`src/rtl/special_reg_bank_if.sv`:
```
// special_reg_bank_if: user read/write ports plus PC/SP/LR/flag control and status of the special register bank.
interface special_reg_bank_if #(
  parameter int DATA_W = 32,
  parameter int ADDR_W = 3
);
  logic              usr_wr_en;
  logic [ADDR_W-1:0] usr_wr_addr;
  logic [DATA_W-1:0] usr_wr_data;
  logic [ADDR_W-1:0] usr_rd_addr_a;
  logic [DATA_W-1:0] usr_rd_data_a;
  logic [ADDR_W-1:0] usr_rd_addr_b;
  logic [DATA_W-1:0] usr_rd_data_b;
  logic              pc_adv;
  logic              br_valid;
  logic [DATA_W-1:0] br_target;
  logic              br_link;
  logic              push;
  logic              pop;
  logic              flag_wr;
  logic [3:0]        flag_in;
  logic              fault_clr;
  logic [DATA_W-1:0] re_pc;
  logic [DATA_W-1:0] re_sp;
  logic [DATA_W-1:0] re_lr;
  logic [DATA_W-1:0] re_cpsr;
  logic              stack_fault;
  modport master (
    output usr_wr_en, usr_wr_addr, usr_wr_data, usr_rd_addr_a, usr_rd_addr_b,
           pc_adv, br_valid, br_target, br_link, push, pop, flag_wr, flag_in, fault_clr,
    input  usr_rd_data_a, usr_rd_data_b, re_pc, re_sp, re_lr, re_cpsr, stack_fault
  );
  modport slave (
    input  usr_wr_en, usr_wr_addr, usr_wr_data, usr_rd_addr_a, usr_rd_addr_b,
           pc_adv, br_valid, br_target, br_link, push, pop, flag_wr, flag_in, fault_clr,
    output usr_rd_data_a, usr_rd_data_b, re_pc, re_sp, re_lr, re_cpsr, stack_fault
  );
endinterface

```
`src/rtl/special_reg_bank.sv`:
```
// special_reg_bank: ZR/spare/SP/LR/PC/CPSR register file owning PC, SP, LR and NZCV update logic.
// Define SPECIAL_REG_BYPASS_EN to forward same-cycle user writes onto the read ports.
module special_reg_bank #(
  parameter int                 DATA_W      = 32,
  parameter int                 NUM_REGS    = 8,
  parameter int                 ADDR_W      = 3,
  parameter int                 PC_STEP     = 4,
  parameter logic [DATA_W-1:0]  SP_RESET    = 'h0000_1000,
  parameter logic [DATA_W-1:0]  STACK_LIMIT = 'h0000_0800
) (
  input  logic                clk,
  input  logic                reset,
  special_reg_bank_if.slave   bus
);
  localparam logic [DATA_W:0] STEP_B = (DATA_W+1)'(DATA_W/8);
  logic [DATA_W-1:0] regs [NUM_REGS];
  logic [DATA_W-1:0] nxt  [NUM_REGS];
  logic [DATA_W-1:0] pc, sp, link;
  logic push_only, pop_only, push_fault, pop_fault, byp_a, byp_b;
  assign pc   = regs[6];
  assign sp   = regs[4];
  assign link = pc + DATA_W'(PC_STEP);
  assign push_only = bus.push & ~bus.pop;
  assign pop_only  = bus.pop & ~bus.push;
  // Bounds compared one bit wider so a user-written SP near 0 or 2^DATA_W cannot wrap the check.
  assign push_fault = push_only && ({1'b0, sp} < {1'b0, STACK_LIMIT} + STEP_B);
  assign pop_fault  = pop_only && ({1'b0, sp} + STEP_B > {1'b0, SP_RESET});
  always_comb begin
    nxt = regs;
    if (bus.usr_wr_en) nxt[bus.usr_wr_addr] = bus.usr_wr_data;
    nxt[0] = '0;
    if (bus.br_valid) nxt[6] = bus.br_target;
    else if (bus.pc_adv && !(bus.usr_wr_en && bus.usr_wr_addr == ADDR_W'(6))) nxt[6] = link;
    if (bus.br_valid && bus.br_link) nxt[5] = link;
    if (bus.push || bus.pop) nxt[4] = (push_only && !push_fault) ? sp - DATA_W'(DATA_W/8) :
                                      (pop_only && !pop_fault) ? sp + DATA_W'(DATA_W/8) : sp;
    if (bus.flag_wr) nxt[7][DATA_W-1 -: 4] = bus.flag_in;
  end
  always_ff @(posedge clk or posedge reset) begin
    if (reset) begin
      for (int i = 0; i < NUM_REGS; i++) regs[i] <= (i == 4) ? SP_RESET : '0;
      bus.stack_fault <= 1'b0;
    end else begin
      regs <= nxt;
      bus.stack_fault <= push_fault | pop_fault | (bus.stack_fault & ~bus.fault_clr);
    end
  end
`ifdef SPECIAL_REG_BYPASS_EN
  assign byp_a = bus.usr_wr_en && bus.usr_wr_addr == bus.usr_rd_addr_a;
  assign byp_b = bus.usr_wr_en && bus.usr_wr_addr == bus.usr_rd_addr_b;
`else
  assign byp_a = 1'b0;
  assign byp_b = 1'b0;
`endif
  assign bus.usr_rd_data_a = (bus.usr_rd_addr_a == '0) ? '0 : byp_a ? bus.usr_wr_data : regs[bus.usr_rd_addr_a];
  assign bus.usr_rd_data_b = (bus.usr_rd_addr_b == '0) ? '0 : byp_b ? bus.usr_wr_data : regs[bus.usr_rd_addr_b];
  assign bus.re_pc   = regs[6];
  assign bus.re_sp   = regs[4];
  assign bus.re_lr   = regs[5];
  assign bus.re_cpsr = regs[7];
endmodule

```
`src/flat_wrapper.sv`:
```
// flat-port wrapper written by rule: the top's interface ports become plain ports
module special_reg_bank_flat 
#(
  parameter int                 DATA_W      = 32,
  parameter int                 NUM_REGS    = 8,
  parameter int                 ADDR_W      = 3,
  parameter int                 PC_STEP     = 4,
  parameter logic [DATA_W-1:0]  SP_RESET    = 'h0000_1000,
  parameter logic [DATA_W-1:0]  STACK_LIMIT = 'h0000_0800
)
  (clk, reset, bus_usr_wr_en, bus_usr_wr_addr, bus_usr_wr_data, bus_usr_rd_addr_a, bus_usr_rd_addr_b, bus_pc_adv, bus_br_valid, bus_br_target, bus_br_link, bus_push, bus_pop, bus_flag_wr, bus_flag_in, bus_fault_clr, bus_usr_rd_data_a, bus_usr_rd_data_b, bus_re_pc, bus_re_sp, bus_re_lr, bus_re_cpsr, bus_stack_fault);
  special_reg_bank_if #(.DATA_W(DATA_W), .ADDR_W(ADDR_W)) bus_i ();
  input  logic clk;
  input  logic reset;
  input wire logic [$bits(bus_i.usr_wr_en)-1:0] bus_usr_wr_en;
  input wire logic [$bits(bus_i.usr_wr_addr)-1:0] bus_usr_wr_addr;
  input wire logic [$bits(bus_i.usr_wr_data)-1:0] bus_usr_wr_data;
  input wire logic [$bits(bus_i.usr_rd_addr_a)-1:0] bus_usr_rd_addr_a;
  input wire logic [$bits(bus_i.usr_rd_addr_b)-1:0] bus_usr_rd_addr_b;
  input wire logic [$bits(bus_i.pc_adv)-1:0] bus_pc_adv;
  input wire logic [$bits(bus_i.br_valid)-1:0] bus_br_valid;
  input wire logic [$bits(bus_i.br_target)-1:0] bus_br_target;
  input wire logic [$bits(bus_i.br_link)-1:0] bus_br_link;
  input wire logic [$bits(bus_i.push)-1:0] bus_push;
  input wire logic [$bits(bus_i.pop)-1:0] bus_pop;
  input wire logic [$bits(bus_i.flag_wr)-1:0] bus_flag_wr;
  input wire logic [$bits(bus_i.flag_in)-1:0] bus_flag_in;
  input wire logic [$bits(bus_i.fault_clr)-1:0] bus_fault_clr;
  output wire logic [$bits(bus_i.usr_rd_data_a)-1:0] bus_usr_rd_data_a;
  output wire logic [$bits(bus_i.usr_rd_data_b)-1:0] bus_usr_rd_data_b;
  output wire logic [$bits(bus_i.re_pc)-1:0] bus_re_pc;
  output wire logic [$bits(bus_i.re_sp)-1:0] bus_re_sp;
  output wire logic [$bits(bus_i.re_lr)-1:0] bus_re_lr;
  output wire logic [$bits(bus_i.re_cpsr)-1:0] bus_re_cpsr;
  output wire logic [$bits(bus_i.stack_fault)-1:0] bus_stack_fault;
  assign bus_i.usr_wr_en = bus_usr_wr_en;
  assign bus_i.usr_wr_addr = bus_usr_wr_addr;
  assign bus_i.usr_wr_data = bus_usr_wr_data;
  assign bus_i.usr_rd_addr_a = bus_usr_rd_addr_a;
  assign bus_i.usr_rd_addr_b = bus_usr_rd_addr_b;
  assign bus_i.pc_adv = bus_pc_adv;
  assign bus_i.br_valid = bus_br_valid;
  assign bus_i.br_target = bus_br_target;
  assign bus_i.br_link = bus_br_link;
  assign bus_i.push = bus_push;
  assign bus_i.pop = bus_pop;
  assign bus_i.flag_wr = bus_flag_wr;
  assign bus_i.flag_in = bus_flag_in;
  assign bus_i.fault_clr = bus_fault_clr;
  assign bus_usr_rd_data_a = bus_i.usr_rd_data_a;
  assign bus_usr_rd_data_b = bus_i.usr_rd_data_b;
  assign bus_re_pc = bus_i.re_pc;
  assign bus_re_sp = bus_i.re_sp;
  assign bus_re_lr = bus_i.re_lr;
  assign bus_re_cpsr = bus_i.re_cpsr;
  assign bus_stack_fault = bus_i.stack_fault;
  special_reg_bank #(.DATA_W(DATA_W), .NUM_REGS(NUM_REGS), .ADDR_W(ADDR_W), .PC_STEP(PC_STEP), .SP_RESET(SP_RESET), .STACK_LIMIT(STACK_LIMIT)) u_core (.clk(clk), .reset(reset), .bus(bus_i));
endmodule
```
`config.mk`:
```
export PLATFORM = sky130hd
export DESIGN_NAME = special_reg_bank_flat
export DESIGN_NICKNAME = d
export VERILOG_FILES = /design/src/rtl/special_reg_bank_if.sv /design/src/rtl/special_reg_bank.sv /design/src/flat_wrapper.sv
export SDC_FILE = /design/constraint.sdc
export NUM_CORES = 1
export LEC_CHECK = 0
export CAP_MARGIN = 0
export CORE_MARGIN = 2
export CORE_UTILIZATION = 59
export CTS_CLUSTER_DIAMETER = 40
export DETAILED_ROUTE_END_ITERATION = 10
export HOLD_SLACK_MARGIN = 0.06
export PLACE_DENSITY_LB_ADDON = 0.3
export SETUP_SLACK_MARGIN = 0.3
export SYNTH_ARGS = -nofsm -noshare
export SYNTH_HDL_FRONTEND = slang
export SYNTH_SLANG_ARGS = --single-unit
```
`constraint.sdc`:
```
create_clock -name clk -period 20.8 [get_ports clk]
set_input_delay 2.08 -clock clk [delete_from_list [all_inputs] [get_ports clk]]
set_output_delay 2.08 -clock clk [all_outputs]
set_load 0.02 [all_outputs]
```
; Word-level counts from Yosys, hierarchy flattened
; Index checks and enable logic that the tools add are counted.
[totals]
input_bits = 87
elab_cells = 70
regBits = 225
[op_classes]
magnitude_cmp = 6
mux = 19
addsub = 4
reduce_logical = 19
bitwise_logic = 11
n_eq_ne = 2
[ops]
columns = cell, count
row1 = $mux W32, 13
row2 = $bwmux W256, 1
row3 = $bmux W32 S3, 2
row4 = $mux W128, 1
row5 = $demux W32 S3, 1
row6 = $add A32 B3 Y32 const B, 2
row7 = $add A32 B3 Y33 const B, 1
row8 = $gt A33 B13 Y1 const B, 1
row9 = $lt A32 B12 Y1 const B, 1
row10 = $sub A32 B3 Y32 const B, 1
row11 = $ge A4 B4 Y1 const B, 3
row12 = $not A3 Y4, 3
row13 = $logic_and A1 B1 Y1, 8
row14 = $logic_not A3 Y1, 2
row15 = $reduce_bool A2 Y1, 3
row16 = $lt A4 B1 Y1 const B, 1
row17 = $mux W4, 1
row18 = $and A1 B1 Y1, 3
row19 = $eq A3 B3 Y1 const B, 1
row20 = $logic_not A1 Y1, 3
row21 = $ne A3 B3 Y1 const B, 1
row22 = $not A1 Y1, 3
row23 = $reduce_bool A3 Y1, 1
row24 = $or A1 B1 Y1, 2
row25 = 2 further kinds, 2

; Logic depth before layout (Yosys ltp)
[depth]
word_depth = 9
ltp_mapped = 16
mapped_depth_nobuf = 15

; Worst setup path after synthesis
; No wires, ideal clock.
[synth_timing]
path_kind = input -> register
from = in bus_pop
to = reg u_core.regs, in the netlist u_core.bus.re_sp[28]
setup_ns = 0.127
path_stages = 11
path_buffers = 0
t_arrival_ns = 6.509
setup_slack_ns = 14.164
t_required_ns = 20.673
cell_sequence = nor3b_1 ha_1 a211oi_1 o211a_1 o31ai_1 o211ai_1 a41oi_1 or4_1 a31oi_1 xor2_1 o21ai_1
[synth_between]
elab_chain_cells = 7
word_cells_on_any_way = 15
classes_between = 1 x eq/ne / 2 x mux / 3 x bitwise / 9 x reduce/logical
[synth_lines]
columns = element, line_no
row1 = start: declaration, flat_wrapper.sv:25  ; input wire logic [$bits(bus_i.pop)-1:0] bus_pop;
row2 = $not A1 Y1, special_reg_bank.sv:23  ; assign push_only = bus.push & ~bus.pop;
row3 = $and A1 B1 Y1, special_reg_bank.sv:23
row4 = $logic_and A1 B1 Y1, special_reg_bank.sv:26  ; assign push_fault = push_only && ({1'b0, sp} < {1'b0, STACK_LIMIT} + STEP_B);
row5 = $logic_not A1 Y1, special_reg_bank.sv:35  ; if (bus.push || bus.pop) nxt[4] = (push_only && !push_fault) ? sp - DATA_W'(DATA_W/8) :
row6 = $logic_and A1 B1 Y1, special_reg_bank.sv:35
row7 = $ne A3 B3 Y1 (no source line) / $mux W32 (equally long branches), -
row8 = $reduce_and A2 Y1 (no source line) / $mux W32 (equally long branches), -
row9 = end signal: assignment, special_reg_bank.sv:44  ; regs <= nxt;
row10 = end: declaration, special_reg_bank.sv:16  ; logic [DATA_W-1:0] regs [NUM_REGS];
; Parallel ways exist; a longest one is shown, timed or not.
; A chain may end at the register's enable or synchronous reset.

; Worst setup path after layout
[layout_timing]
from = in bus_usr_rd_addr_b[1]
to = out bus_usr_rd_data_b[30]
[layout_between]
elab_chain_cells = 5
word_cells_on_any_way = 6
classes_between = 4 x mux / 1 x bitwise / 1 x reduce/logical
[layout_lines]
columns = element, line_no
row1 = start: declaration, flat_wrapper.sv:19  ; input wire logic [$bits(bus_i.usr_rd_addr_b)-1:0] bus_usr_rd_addr_b;
row2 = $not A3 Y4 (not written as such), special_reg_bank.sv:56  ; assign bus.usr_rd_data_b = (bus.usr_rd_addr_b == '0) ? '0 : byp_b ? bus.usr_wr_data : regs[bus.usr_rd_addr_b];
row3 = $bmux W32 S3, special_reg_bank.sv:56
row4 = $mux W32 (not written as such) (2 in a row), special_reg_bank.sv:56
row5 = $mux W32 (*), special_reg_bank.sv:56
row6 = end: declaration, flat_wrapper.sv:30  ; output wire logic [$bits(bus_i.usr_rd_data_b)-1:0] bus_usr_rd_data_b;
; Mark *: on every way between the ends. The rest lies on a longest branch, timed or not. The select of a mux whose other input is x is not followed.

==> impl_metrics.py <==
metrics = {
    "run_status": {
        "outcome": "finished, final reports clean",
    },
    "layout": {
        "area_growth_pct": 20.2,
        "diodes": 0,
        "nets": 1761,
        "utilization_pct": 71.5,
        "layout-drive-gt1-share_pct": 22.4,
        "nFillCells": 1908,
    },
    "synthesis": {
        "synth_compound_area_share_pct": 16.2,
        "synth_edf_count": 0,
        "seq_area_frac_synth_pct": 35.4,
        "synthesis.area_um2": 15900,
        "yosysMostFrequentCell": "dfrtp_1",
        "ys_top_cells_by_area": "dfrtp_1 (35%), mux2_2 (14%), mux4_2 (9.1%), buf_4 (6.0%), a22oi_1 (4.4%)",
        "syn_inst": 1534,
        "synth_warnings": 0,
        "yosys.area_share.adder_pct": 2.41,
        "synthTopCellsByCount": "dfrtp_1 (224), mux2_2 (192), buf_4 (128)",
        "synthFlopType": "dfrtp_1",
        "ys_ff_latch": 225,
        "ys_async_sr_fraction_pct": 100,
        "syn_area_per_cell_um2": 10.4,
        "synth_top_area_share_pct": 35.2,
        "yosys-mux-area-fraction_pct": 25.2,
        "synth_cell_types": 69,
        "synth_xor_area_share_pct": 2.86,
        "synth_area_leader_cell": "dfrtp_1",
        "synth_simple_gate_area_share_pct": 8.19,
        "synth_top_family_by_area": "multiplexers",
        "synthesis.nets": 1651,
    },
    "route": {
        "first_pass_iters": 7,
        "ant_nets": 0,
        "routed-via-count": 13700,
        "drt_iter0_drc": 1387,
        "wire_per_inst_um": 26.1,
        "via_per_inst": 6.83,
        "drc": 0,
        "route.final.wire_length_mm": 52.4,
    },
    "clock_network": {
        "path_clk_slew_ns": 0.05,
        "max-clock-path-buffers": 3,
        "tritoncts": "yes",
        "cts_hold_buf": 0,
        "clock_sinks": 225,
        "cts_buffers": 36,
        "cts_root_buf": "clkbuf_16",
        "post_cts_buffers": 0,
        "cts_resized": 0,
        "clkLatencyLatePin_ns": 0.52,
        "cts_htree_levels": 2,
    },
    "timing": {
        "finalSetupViolCount": 0,
        "fin_crit_ns": 7.20,
        "finalCritPeriodShare_pct": 34.6,
        "finalClockSkew_ns": 0.0136,
        "tightest_slew_ns": 1.23,
        "setup_tns_ns": 0,
        "hold_slack_ns": 0.514,
        "slew_headroom_pct": 18.0,
        "fmax_mhz": 139,
        "drv_slew": 0,
        "rsz0062_at_grt": "no",
        "hold_viol_final": 0,
    },
    "global_route": {
        "antenna_found_initial": 0,
        "grt_pass1_vias": 13700,
        "grtUsageTotal_pct": 37.1,
        "grt_max_degree": 88,
        "grt_overflow": 0,
        "grt_first_pass_wirelength_mm": 80.8,
    },
    "worst_setup_path": {
        "worst_path_dominant_cell_family": "buffers and inverters",
        "cp-end-kind": "output pin",
        "rr_endpoint": "u_core.bus.re_sp[28]",
        "reg2reg_slack_ns": 15.84,
        "crit_chain": "buf_2 > nor2b_2 > buf_4 > a221oi_1 > a21oi_1 > clkdlybuf4s50_1",
        "r2r_cells": 16,
        "slowest_delay_ns": 0.90,
        "crit_buf_inv": 3,
        "crit_slowest_cell": "nor2b_2",
        "critPathRequiredTime_ns": 18.72,
        "worstSetupStartpointType": "input pin",
        "crit_fanout": 27,
        "crit_arrival_ns": 5.12,
        "worst-setup-path-type": "input pin to output pin",
        "r2r-start": "u_core.bus.re_sp[13]",
    },
    "floorplan": {
        "die_area_um2": 28300,
        "pin_count": 280,
        "rows": 60,
        "die_y_um": 168,
        "initial_core_util_pct": 59.5,
        "die_width_um": 168,
        "coreArea_um2": 26700,
    },
    "pwr": {
        "power_leakage_nw": 7.97,
        "power_mw": 2.12,
        "irDropWorstVdd_mv": 0.0706,
        "p_per_area_nw_per_um2": 111,
    },
    "placed_design": {
        "hpwl_mm": 34.3,
        "gp_congestion": 0.924,
        "io_buffers": 279,
    },
    "worst_hold_path": {
        "min-delay-start": "u_core.bus.stack_fault",
        "hold_depth": 2,
        "hold_end": "u_core.bus.stack_fault",
        "min_path_type": "flop to flop",
    },
    "run": {
        "cap_violations": 0,
    },
}
## power breakdown
group	internal [mW]	switching, mW
Clock	0.362	0.229
Sequential	0.537	0.178
Combinational	0.412	0.407
## routing by layer
| layer | global-route usage, % | vias up | routed length [µm] |
|---|---|---|---|
| met5 | 0 | - | 0 |
| li1 | - | 5852 | - |
| met2 | 56.1 | 906 | 23400 |
| met4 | 15.7 | 0 | 2180 |
| met3 | 8.82 | 161 | 5820 |
| met1 | 51.6 | 6812 | 21000 |
## flip-flops by register name, summed over array words and instances (netlist names)
| register | cells |
|---|---|
| u_core.regs | 96 |
| u_core.bus.stack_fault | 1 |
| u_core.bus.re_sp | 32 |
| u_core.bus.re_cpsr | 32 |
| u_core.bus.re_pc | 32 |
| u_core.bus.re_lr | 32 |
## placed cells by master (no fill, tap or decap), types with 4 or more instances in the layout
cell type,n
clkinv_4,4
nand4b_1,4
and3_1,12
mux4_2,64
o211ai_1,5
nand3_1,22
nand2_1,89
inv_6,5
nor3_1,15
a31oi_1,8
ha_1,29
a21oi_1,91
buf_2,5
nor4_1,5
mux2i_1,39
a221o_1,14
nor3_2,6
a22oi_1,93
nor2_1,67
o21ai_0,76
clkdlybuf4s50_1,272
a21o_1,14
a211oi_1,6
clkbuf_16,37
buf_4,25
clkinvlp_4,5
xnor2_1,34
xor2_1,18
o21bai_1,7
mux2_2,192
nand2b_1,6
inv_1,45
nand4_1,11
o21ai_1,17
dfrtp_1,224
a221oi_1,31
## cell families after synthesis
family                   count (synthesis)
AO/OA/AOI/OAI                          389
multiplexers                           296
buffers and inverters                  276
AND/OR/NAND/NOR                        266
flip-flops                             225
XOR/XNOR                                52
adder cells (fa/ha/maj)                 30
## worst reg2reg max path, stage by stage, from the launching register on
cell,delay [ns]
dfrtp_1,0.52
or4_1,0.60
nor2_1,0.14
nand2_1,0.09
a2111oi_2,0.46
nor3b_2,0.09
buf_4,0.27
fa_1,0.49
a211oi_1,0.45
o211a_1,0.25
o31ai_1,0.10
o211ai_1,0.28
a41oi_1,0.17
or4_1,0.43
a31oi_1,0.24
xor2_1,0.16
o21ai_1,0.07
## how the worst max path moves through the flow
stage / endpoint / start / slack (ns) / cells after the start
after floorplan: u_core.bus.re_cpsr[0] / reset / 12.56 / 1
after global placement: bus_usr_rd_data_b[31] / bus_usr_rd_addr_b[1] / 13.81 / 6
after detailed placement: bus_usr_rd_data_b[30] / bus_usr_rd_addr_b[1] / 13.74 / 6
after CTS: bus_usr_rd_data_b[30] / bus_usr_rd_addr_b[1] / 13.72 / 6
after global routing: bus_usr_rd_data_b[17] / bus_usr_rd_addr_b[1] / 13.60 / 6
final: bus_usr_rd_data_b[30] / bus_usr_rd_addr_b[1] / 13.60 / 6
## cell type report
type	count	area (µm²)	share of cell area [%]
tap	341	427	2.23
inverter	46	180	0.942
clock inverter	21	214	1.12
sequential	225	5630	29.5
clock buffer	41	961	5.03
multi-input combinational	1033	8770	45.9
timing repair buffer	302	2940	15.4
## per-stage QoR
step	worst slack [ns]	area [µm²]	cells
6_report	13.60	19100	2009
5_1_grt	13.60	19100	2009
4_1_cts	13.72	19100	2009
3_5_place_dp	13.74	17900	1947
3_3_place_gp	13.81	17900	1947
2_1_floorplan	12.56	15900	1534
Power figures use the tool's default switching activity.
